[src/rtl/atm_db_arbiter_pkg.sv]
// rtl/atm_db_arbiter_pkg.sv - shared op codes, FSM states, status constants and defaults for atm_db_arbiter
package atm_db_arbiter_pkg;

  typedef enum logic [1:0] {
    OP_BALANCE  = 2'b00,
    OP_WITHDRAW = 2'b01,
    OP_DEPOSIT  = 2'b10,
    OP_RESERVED = 2'b11
  } op_e;

  typedef enum logic [1:0] {
    ST_IDLE = 2'd0,
    ST_RD   = 2'd1,
    ST_EXEC = 2'd2,
    ST_RESP = 2'd3
  } state_e;

  localparam logic TRUE  = 1'b1;
  localparam logic FALSE = 1'b0;

  localparam int NUM_ACCOUNTS_DEFAULT = 10;

endpackage

[src/rtl/atm_db_arbiter_rr_arbiter.sv]
// rtl/atm_db_arbiter_rr_arbiter.sv - first-request-at-or-after-pointer select with registered round-robin pointer
module atm_db_arbiter_rr_arbiter #(
  parameter int NUM_REQ = 4,
  localparam int IW = (NUM_REQ > 1) ? $clog2(NUM_REQ) : 1
) (
  input  logic               clk,
  input  logic               rst,
  input  logic [NUM_REQ-1:0] req,
  input  logic               advance,
  input  logic [IW-1:0]      winner,
  output logic               valid,
  output logic [IW-1:0]      sel
);

  logic [IW-1:0] ptr;

  // Scan from farthest to nearest so the requester closest to the pointer wins.
  always_comb begin
    int j;
    j     = 0;
    valid = 1'b0;
    sel   = '0;
    for (int k = NUM_REQ - 1; k >= 0; k--) begin
      j = int'(ptr) + k;
      if (j >= NUM_REQ) j = j - NUM_REQ;
      if (req[IW'(j)]) begin
        valid = 1'b1;
        sel   = IW'(j);
      end
    end
  end

  always_ff @(posedge clk or negedge rst) begin
    if (!rst) begin
      ptr <= '0;
    end else if (advance) begin
      ptr <= (int'(winner) == NUM_REQ - 1) ? '0 : winner + 1'b1;
    end
  end

endmodule

[src/rtl/atm_db_arbiter.sv]
// rtl/atm_db_arbiter.sv - round-robin atomic read-modify-write access to the balance database
// Optional WITHDRAW_LIMIT_EN: rejects withdrawals above MAX_WITHDRAW before the funds check.
module atm_db_arbiter
  import atm_db_arbiter_pkg::*;
#(
  parameter int NUM_REQ      = 4,
  parameter int NUM_ACCOUNTS = NUM_ACCOUNTS_DEFAULT
`ifdef WITHDRAW_LIMIT_EN
  ,
  parameter logic [31:0] MAX_WITHDRAW = 32'd5000
`endif
) (
  input  logic                  clk,
  input  logic                  rst,
  input  logic [NUM_REQ-1:0]    req,
  input  logic [2*NUM_REQ-1:0]  req_op,
  input  logic [4*NUM_REQ-1:0]  req_acc,
  input  logic [32*NUM_REQ-1:0] req_amount,
  output logic [NUM_REQ-1:0]    gnt,
  output logic [NUM_REQ-1:0]    done,
  output logic                  ok,
  output logic [31:0]           result_balance,
  output logic [3:0]            mem_addr,
  input  logic [31:0]           mem_rdata,
  output logic [31:0]           mem_wdata,
  output logic                  mem_we
);

  localparam int IW = (NUM_REQ > 1) ? $clog2(NUM_REQ) : 1;
  localparam logic [4:0] ACC_LIMIT = 5'(NUM_ACCOUNTS);

  state_e        state_q, state_d;
  op_e           op_q;
  logic          acc_valid_q;
  logic [31:0]   amt_q;
  logic [IW-1:0] win_q, arb_sel;
  logic          arb_valid;
  logic [3:0]    sel_acc;
  logic          exec_ok, exec_we, over_limit;
  logic [31:0]   exec_res, exec_wdata;
  logic [32:0]   sum;

  atm_db_arbiter_rr_arbiter #(.NUM_REQ(NUM_REQ)) u_rr (
    .clk     (clk),
    .rst     (rst),
    .req     (req),
    .advance (state_q == ST_RESP),
    .winner  (win_q),
    .valid   (arb_valid),
    .sel     (arb_sel)
  );

  assign sel_acc = req_acc[4*arb_sel +: 4];

  // Balance arrives on mem_rdata during EXEC; everything below is only consumed then.
  always_comb begin
    sum = {1'b0, mem_rdata} + {1'b0, amt_q};
`ifdef WITHDRAW_LIMIT_EN
    over_limit = amt_q > MAX_WITHDRAW;
`else
    over_limit = 1'b0;
`endif
    exec_ok    = FALSE;
    exec_res   = mem_rdata;
    exec_we    = 1'b0;
    exec_wdata = '0;
    if (!acc_valid_q) begin
      exec_res = '0;
    end else begin
      case (op_q)
        OP_BALANCE: exec_ok = TRUE;
        OP_WITHDRAW: begin
          if (!over_limit && amt_q <= mem_rdata) begin
            exec_ok    = TRUE;
            exec_we    = 1'b1;
            exec_wdata = mem_rdata - amt_q;
            exec_res   = mem_rdata - amt_q;
          end
        end
        OP_DEPOSIT: begin
          if (!sum[32]) begin
            exec_ok    = TRUE;
            exec_we    = 1'b1;
            exec_wdata = sum[31:0];
            exec_res   = sum[31:0];
          end
        end
        default: exec_ok = FALSE;
      endcase
    end
  end

  always_ff @(posedge clk or negedge rst) begin
    if (!rst) state_q <= ST_IDLE;
    else      state_q <= state_d;
  end

  always_comb begin
    state_d   = state_q;
    mem_we    = 1'b0;
    mem_wdata = '0;
    case (state_q)
      ST_IDLE: if (arb_valid) state_d = ST_RD;
      ST_RD:   state_d = ST_EXEC;
      ST_EXEC: begin
        state_d   = ST_RESP;
        mem_we    = exec_we;
        mem_wdata = exec_we ? exec_wdata : '0;
      end
      ST_RESP: state_d = ST_IDLE;
      default: state_d = ST_IDLE;
    endcase
  end

  always_ff @(posedge clk or negedge rst) begin
    if (!rst) begin
      gnt            <= '0;
      done           <= '0;
      ok             <= 1'b0;
      result_balance <= '0;
      mem_addr       <= '0;
      win_q          <= '0;
      op_q           <= OP_BALANCE;
      acc_valid_q    <= 1'b0;
      amt_q          <= '0;
    end else begin
      done <= '0;
      case (state_q)
        ST_IDLE: begin
          if (arb_valid) begin
            win_q       <= arb_sel;
            gnt         <= NUM_REQ'(1) << arb_sel;
            op_q        <= op_e'(req_op[2*arb_sel +: 2]);
            amt_q       <= req_amount[32*arb_sel +: 32];
            acc_valid_q <= {1'b0, sel_acc} < ACC_LIMIT;
            mem_addr    <= ({1'b0, sel_acc} < ACC_LIMIT) ? sel_acc : 4'd0;
          end
        end
        ST_EXEC: begin
          done           <= gnt;
          ok             <= exec_ok;
          result_balance <= exec_res;
        end
        ST_RESP: gnt <= '0;
        default: ;
      endcase
    end
  end

endmodule

[config.mk]
export PLATFORM = sky130hd
export DESIGN_NAME = atm_db_arbiter
export DESIGN_NICKNAME = d
export VERILOG_FILES = /design/src/rtl/atm_db_arbiter_pkg.sv /design/src/rtl/atm_db_arbiter_rr_arbiter.sv /design/src/rtl/atm_db_arbiter.sv
export SDC_FILE = /design/constraint.sdc
export NUM_CORES = 1
export LEC_CHECK = 0
export CAP_MARGIN = 25
export CORE_MARGIN = 5
export CORE_UTILIZATION = 44
export CTS_CLUSTER_SIZE = 24
export DETAILED_ROUTE_END_ITERATION = 6
export GPL_TIMING_DRIVEN = 0
export PLACE_DENSITY = 0.79
export SKIP_CTS_REPAIR_TIMING = 1
export SLEW_MARGIN = 20
export SYNTH_ARGS = -nofsm -noshare
export SYNTH_HDL_FRONTEND = slang
export SYNTH_SLANG_ARGS = --single-unit
[constraint.sdc]
create_clock -name clk -period 4.6 [get_ports clk]
set_input_delay 0.92 -clock clk [delete_from_list [all_inputs] [get_ports clk]]
set_output_delay 0.92 -clock clk [all_outputs]
set_load 0.01 [all_outputs]
# Word level (Yosys, flattened, before mapping)
# Cells that the tools add are included.
# word_totals
register_bits	86
in_bits	190
out_inout_bits	78
word_cells	95
# op_classes
addsub	10
n_lt_le_gt_ge	10
n_eq_ne	7
shift	4
n_mux	48
n_reduce_logical	5
# ops
operator	count
32-bit 2-to-1 mux	8
32-bit case mux with 2 select lines	2
128-bit by 8-bit indexed part select with 32-bit output	1
32-bit by 32-bit adder with 33-bit output	1
32-bit <= comparator	1
32-bit subtractor	1
2-bit 2-to-1 mux	10
1-bit 2-to-1 mux	17
2-bit by 4-bit < comparator with 1-bit output, second input constant	4
16-bit by 5-bit indexed part select with 4-bit output	1
4-bit 2-to-1 mux	3
3-bit greater-or-equal comparator, second input constant	3
1-bit binary-select mux with 2-bit select	4
2-bit case mux with 4 select lines	1
4-bit case mux with 2 select lines	1
8-bit by 4-bit indexed part select with 2-bit output	1
2-bit by 1-bit subtractor with 2-bit output, second input constant	4
2-bit by 2-bit adder with 3-bit output, second input constant	2
2-bit by 1-bit == test with 1-bit output, second input constant	3
2-bit == test, second input constant	3
2-bit logical NOT	2
4-bit < comparator, second input constant	1
2-bit AND reduction	2
1-bit by 2-bit left shift with 4-bit output, first input constant	1
7 further kinds	7

# Depth between registers and ports, before layout
# logic_depth
ltp_word	13
depth_mapped	15
mapped_depth_nobuf	12

# By module
# From an unflattened synthesis, not the netlist that was laid out.
# unflattened
cells_unflattened	947
hier_area_um2	8678.3
# by_module_without_submodules
module	n_inst	cells_per_inst	area_each_um2
atm_db_arbiter	1	928	8511.9
atm_db_arbiter_rr_arbiter	1	19	166.4

# Worst setup path before layout
# No wires, ideal clock.
# synth_timing
path_kind	input -> output
startpoint	input mem_rdata[0]
endpoint	output mem_wdata[7]
arrival_ns	3.554
slack_ns	0.126
path_stages	13
path_buffers	2
cell_sequence	ha_1 -> inv_1 -> fa_1 -> o21bai_1 -> o2111ai_2 -> a2111oi_2 -> o21a_1 -> a211o_1 -> buf_2 -> a21oi_1 -> buf_2 -> a221o_1 -> and3_1
# synth_between
elab_chain_cells	6
# synth_rtl
item	line	rtl
start, declared	atm_db_arbiter.sv:24	input logic [31:0] mem_rdata,
32-bit by 32-bit adder with 33-bit output, or another cell as far along	atm_db_arbiter.sv:57	sum = {1'b0, mem_rdata} + {1'b0, amt_q};
32-bit 2-to-1 mux, or another cell as far along	atm_db_arbiter.sv:81	if (!sum[32]) begin
32-bit case mux with 2 select lines or 1-bit case mux with 2 select lines (tied branches)	atm_db_arbiter.sv:70	case (op_q)
32-bit 2-to-1 mux or 1-bit 2-to-1 mux (tied branches)	atm_db_arbiter.sv:67	if (!acc_valid_q) begin
32-bit 2-to-1 mux (*)	atm_db_arbiter.sv:108	mem_wdata = exec_we ? exec_wdata : '0;
32-bit 2-to-1 mux (*)	atm_db_arbiter.sv:102	case (state_q)
end, declared	atm_db_arbiter.sv:25	output logic [31:0] mem_wdata,
# Mark *: on every way between the ends. The rest lies on a longest branch, timed or not.

# Worst setup path after layout
# layout_timing
startpoint	input mem_rdata[0]
endpoint	output mem_wdata[22]
# Same word-level chain as after synthesis.

==> run metrics <==
CP Class primary input to output port; type of origin of the critical path primary input; HP Class primary input to async pin; Combinational Power Share 75.5%; TritonCTS Sinks 86; max-cap violations 0; Seq. cell area 2150 um^2; Vias 10775; maximum vdd ir drop 0.257 mV; final wirelength 39.1 mm; post-synth cell types 74; Worst R2R Path Depth 15; Slew Viols, Final 0; min Tclk post-route 4.90 ns; Overall Global Routing Usage 31.1%; DRT antenna net count 0; Seq pwr share 15.6%; syn nets 1460; Reg-to-Reg Start amt_q[5]; area leader, netlist dfrtp_1; critical path data arrival time 3.98 ns; PwrDens 672 nW/um^2; CP most frequent cell buf_6; Mapped Area 8650 um^2; Reg-to-Reg End result_balance[30]; final hold violations 0; vias per cell 6.00; Initial Util 44.6%; CP Data Required Time 3.68 ns; Leak 5.97 nW; most common cell after layout, fill and taps aside clkdlybuf4s50_1; WP depth 16; Detail Placement HPWL 28.8 mm; Sw Share 51.9%; Cell Chain, Critical Path buf_8 > ha_4 > inv_2 > fa_2 > o21bai_4 > o2111ai_4 > a2111oi_4 > o21a_2 > a211o_1 > buf_6 > a21oi_4 > buf_6 > buf_6 > a221oi_4 > nor3_4 > buf_2; EDFF count, synth 0; die area 22600 um^2; critical path's top delay family compound AO/OA/AOI/OAI gates; layout cells sized above 1 21.7%; Max Root-Sink Buffers 2; DIE WIDTH 150 um; DR WL/cell 21.8 um; Power, Total 0.00921 W; Multi-input gate area 7030 um^2; total CTS buffers 9; CP Capture Point mem_wdata[22]; core footprint 19400 um^2; CTS tree built; ys async rst share 100%; Synth area leaders dfrtp_1, ha_1, nor2_1; Worst-Skew Late Latency 0.36 ns; CP max FO 5; status finished with violations; drt drc 0; Mapped Cells 1195; CP max stage delay 0.50 ns; Fmax 204 MHz; initial drt markers 1004; Initial DRT Pass Iterations 6; slowest stage cell, crit path a2111oi_4; register area share after synthesis 24.9%; CTS root buffer clkbuf_16; Most used DFF post-synth dfrtp_1; Clk pin slew, worst setup/hold paths 0.07 ns; Worst Setup SP mem_rdata[0]; reg-to-reg slack, setup 0.71 ns; hold_ws 0.415 ns; Antenna diodes 0; vias in the first global route 9913; # fillers 1631; routability-driven placement congestion ratio 1.04; FF+latch count, synth 86; first-pass GRT wire length 54.2 mm; max_slew headroom 19.7%; Buf/Inv on CP 6; yosys warns 0; I/O pins 268; post-synth top area share 24.9%; Final Worst Setup Slack -0.299 ns; Area growth syn-to-layout 58.5%; fin util 70.7%; Syn Area/Cell 7.24 um^2; clock group share of total power 9.0%; most frequent cells in the layout clkdlybuf4s50_1, nor2_1, nand2_1, o21ai_0, dfrtp_1; grt ovf 0; Die Y 150 um; # rows 51; largest net degree at the start of global routing 63; Int Pwr 0.00443 W; port buffer count 267; nets 1790; fin crit share 106%; initial antenna violation count 1; Slew @ Worst Pin 1.20 ns; Sw Pwr 0.00478 W; critical path endpoint category output port; H-tree levels 3; setup violators final 32; clock skew 0.00997 ns; failing checks negative setup slack; RSZ-0062 raised after global routing true
state kept, by name, summed over array words and instances, names as in the netlist:
name / flops
amt_q: 32
state_q: 2
gnt: 4
acc_valid_q: 1
win_q: 2
op_q: 2
done: 4
ok: 1
u_rr.ptr: 2
result_balance: 32
mem_addr: 4
worst min-delay path by stage:
stage                           start           endpoint  slack [ns]  cells after the start
after floorplan              win_q[1]           win_q[1]        0.45                      2
after global placement    mem_addr[1]        mem_addr[1]        0.46                      2
after detailed placement  mem_addr[1]        mem_addr[1]        0.48                      2
after CTS                         rst  result_balance[9]        0.42                      1
after global routing              rst  result_balance[9]        0.44                      1
final                             rst  result_balance[9]        0.41                      1
cell usage after synthesis (3+ instances only):
cell type / instances
a211oi_1: 17
a21boi_0: 3
a21o_1: 13
a21oi_1: 84
a221o_1: 34
a221oi_1: 11
a2bb2oi_1: 11
a31oi_1: 6
a32oi_1: 3
and2_1: 16
and3_1: 4
buf_2: 12
buf_4: 5
buf_6: 3
clkbuf_1: 58
dfrtp_1: 86
ha_1: 73
inv_1: 76
mux2i_1: 6
nand2_1: 152
nand2b_1: 9
nand3_1: 49
nand4_1: 10
nor2_1: 163
nor2b_1: 7
nor3_1: 27
nor3b_1: 4
nor4_1: 7
o2111ai_1: 5
o211ai_1: 4
o21a_1: 9
o21ai_0: 116
o21bai_1: 13
o221a_2: 7
o221ai_1: 8
o2bb2ai_1: 3
o31a_1: 4
o31ai_1: 16
or2_2: 8
or3_1: 7
layer usage:
| layer | GRT usage [%] | vias to the layer above | wire length [um] | share of wire, % |
|---|---|---|---|---|
| met3 | 7.10 | 128 | 3690 | 9.4 |
| met2 | 51.4 | 600 | 18200 | 47 |
| met5 | 0 | - | 13 | 0.033 |
| met4 | 12.0 | 2 | 1720 | 4.4 |
| met1 | 39.6 | 5096 | 15400 | 39 |
| li1 | - | 4949 | - | - |
cells by family (layout without fill, tap and decap cells):
kind of cell,count (synthesis),count (layout),share of synthesized area (%)
flops,86,86,24.9
compound gates,396,396,31.2
fa+ha+maj,75,75,11.0
simple gates,472,472,24.3
buf+inv,157,492,7.46
xor+xnor,1,1,0.101
mux,8,8,1.08
through the flow:
stage / std cells / instance area [um^2] / worst slack [ns] / setup TNS, ns
4_1_cts: 1744 / 12000 / -1.84 / -61.74
3_3_place_gp: 1727 / 11700 / -1.87 / -142.29
3_5_place_dp: 1728 / 11700 / -1.81 / -72.15
6_report: 1795 / 13700 / -0.299 / -6.49
2_1_floorplan: 1195 / 8650 / 0.126 / 0
5_1_grt: 1795 / 13700 / -0.350 / -8.01
layout make-up:
type                       instances  area share [%]
timing repair buffer             326            22.6
multi-input combinational        952            51.3
clock inverter                     5           0.465
inverter                          78            2.27
tap                              265            2.42
buffer                            72            3.42
sequential                        86            15.7
clock buffer                      11            1.84
power by group through the flow:
stage | Combinational (W) | Sequential, W | Clock, W
4_1_cts | 0.00528 | 0.00141 | 0.000827
3_3_place_gp | 0.00520 | 0.00141 | 0
3_5_place_dp | 0.00525 | 0.00142 | 0
5_1_grt | 0.00743 | 0.00147 | 0.000853
2_1_floorplan | 0.00341 | 0.00135 | 0
6_report | 0.00695 | 0.00144 | 0.000825
Note: power is estimated with default switching activity, not from simulation.
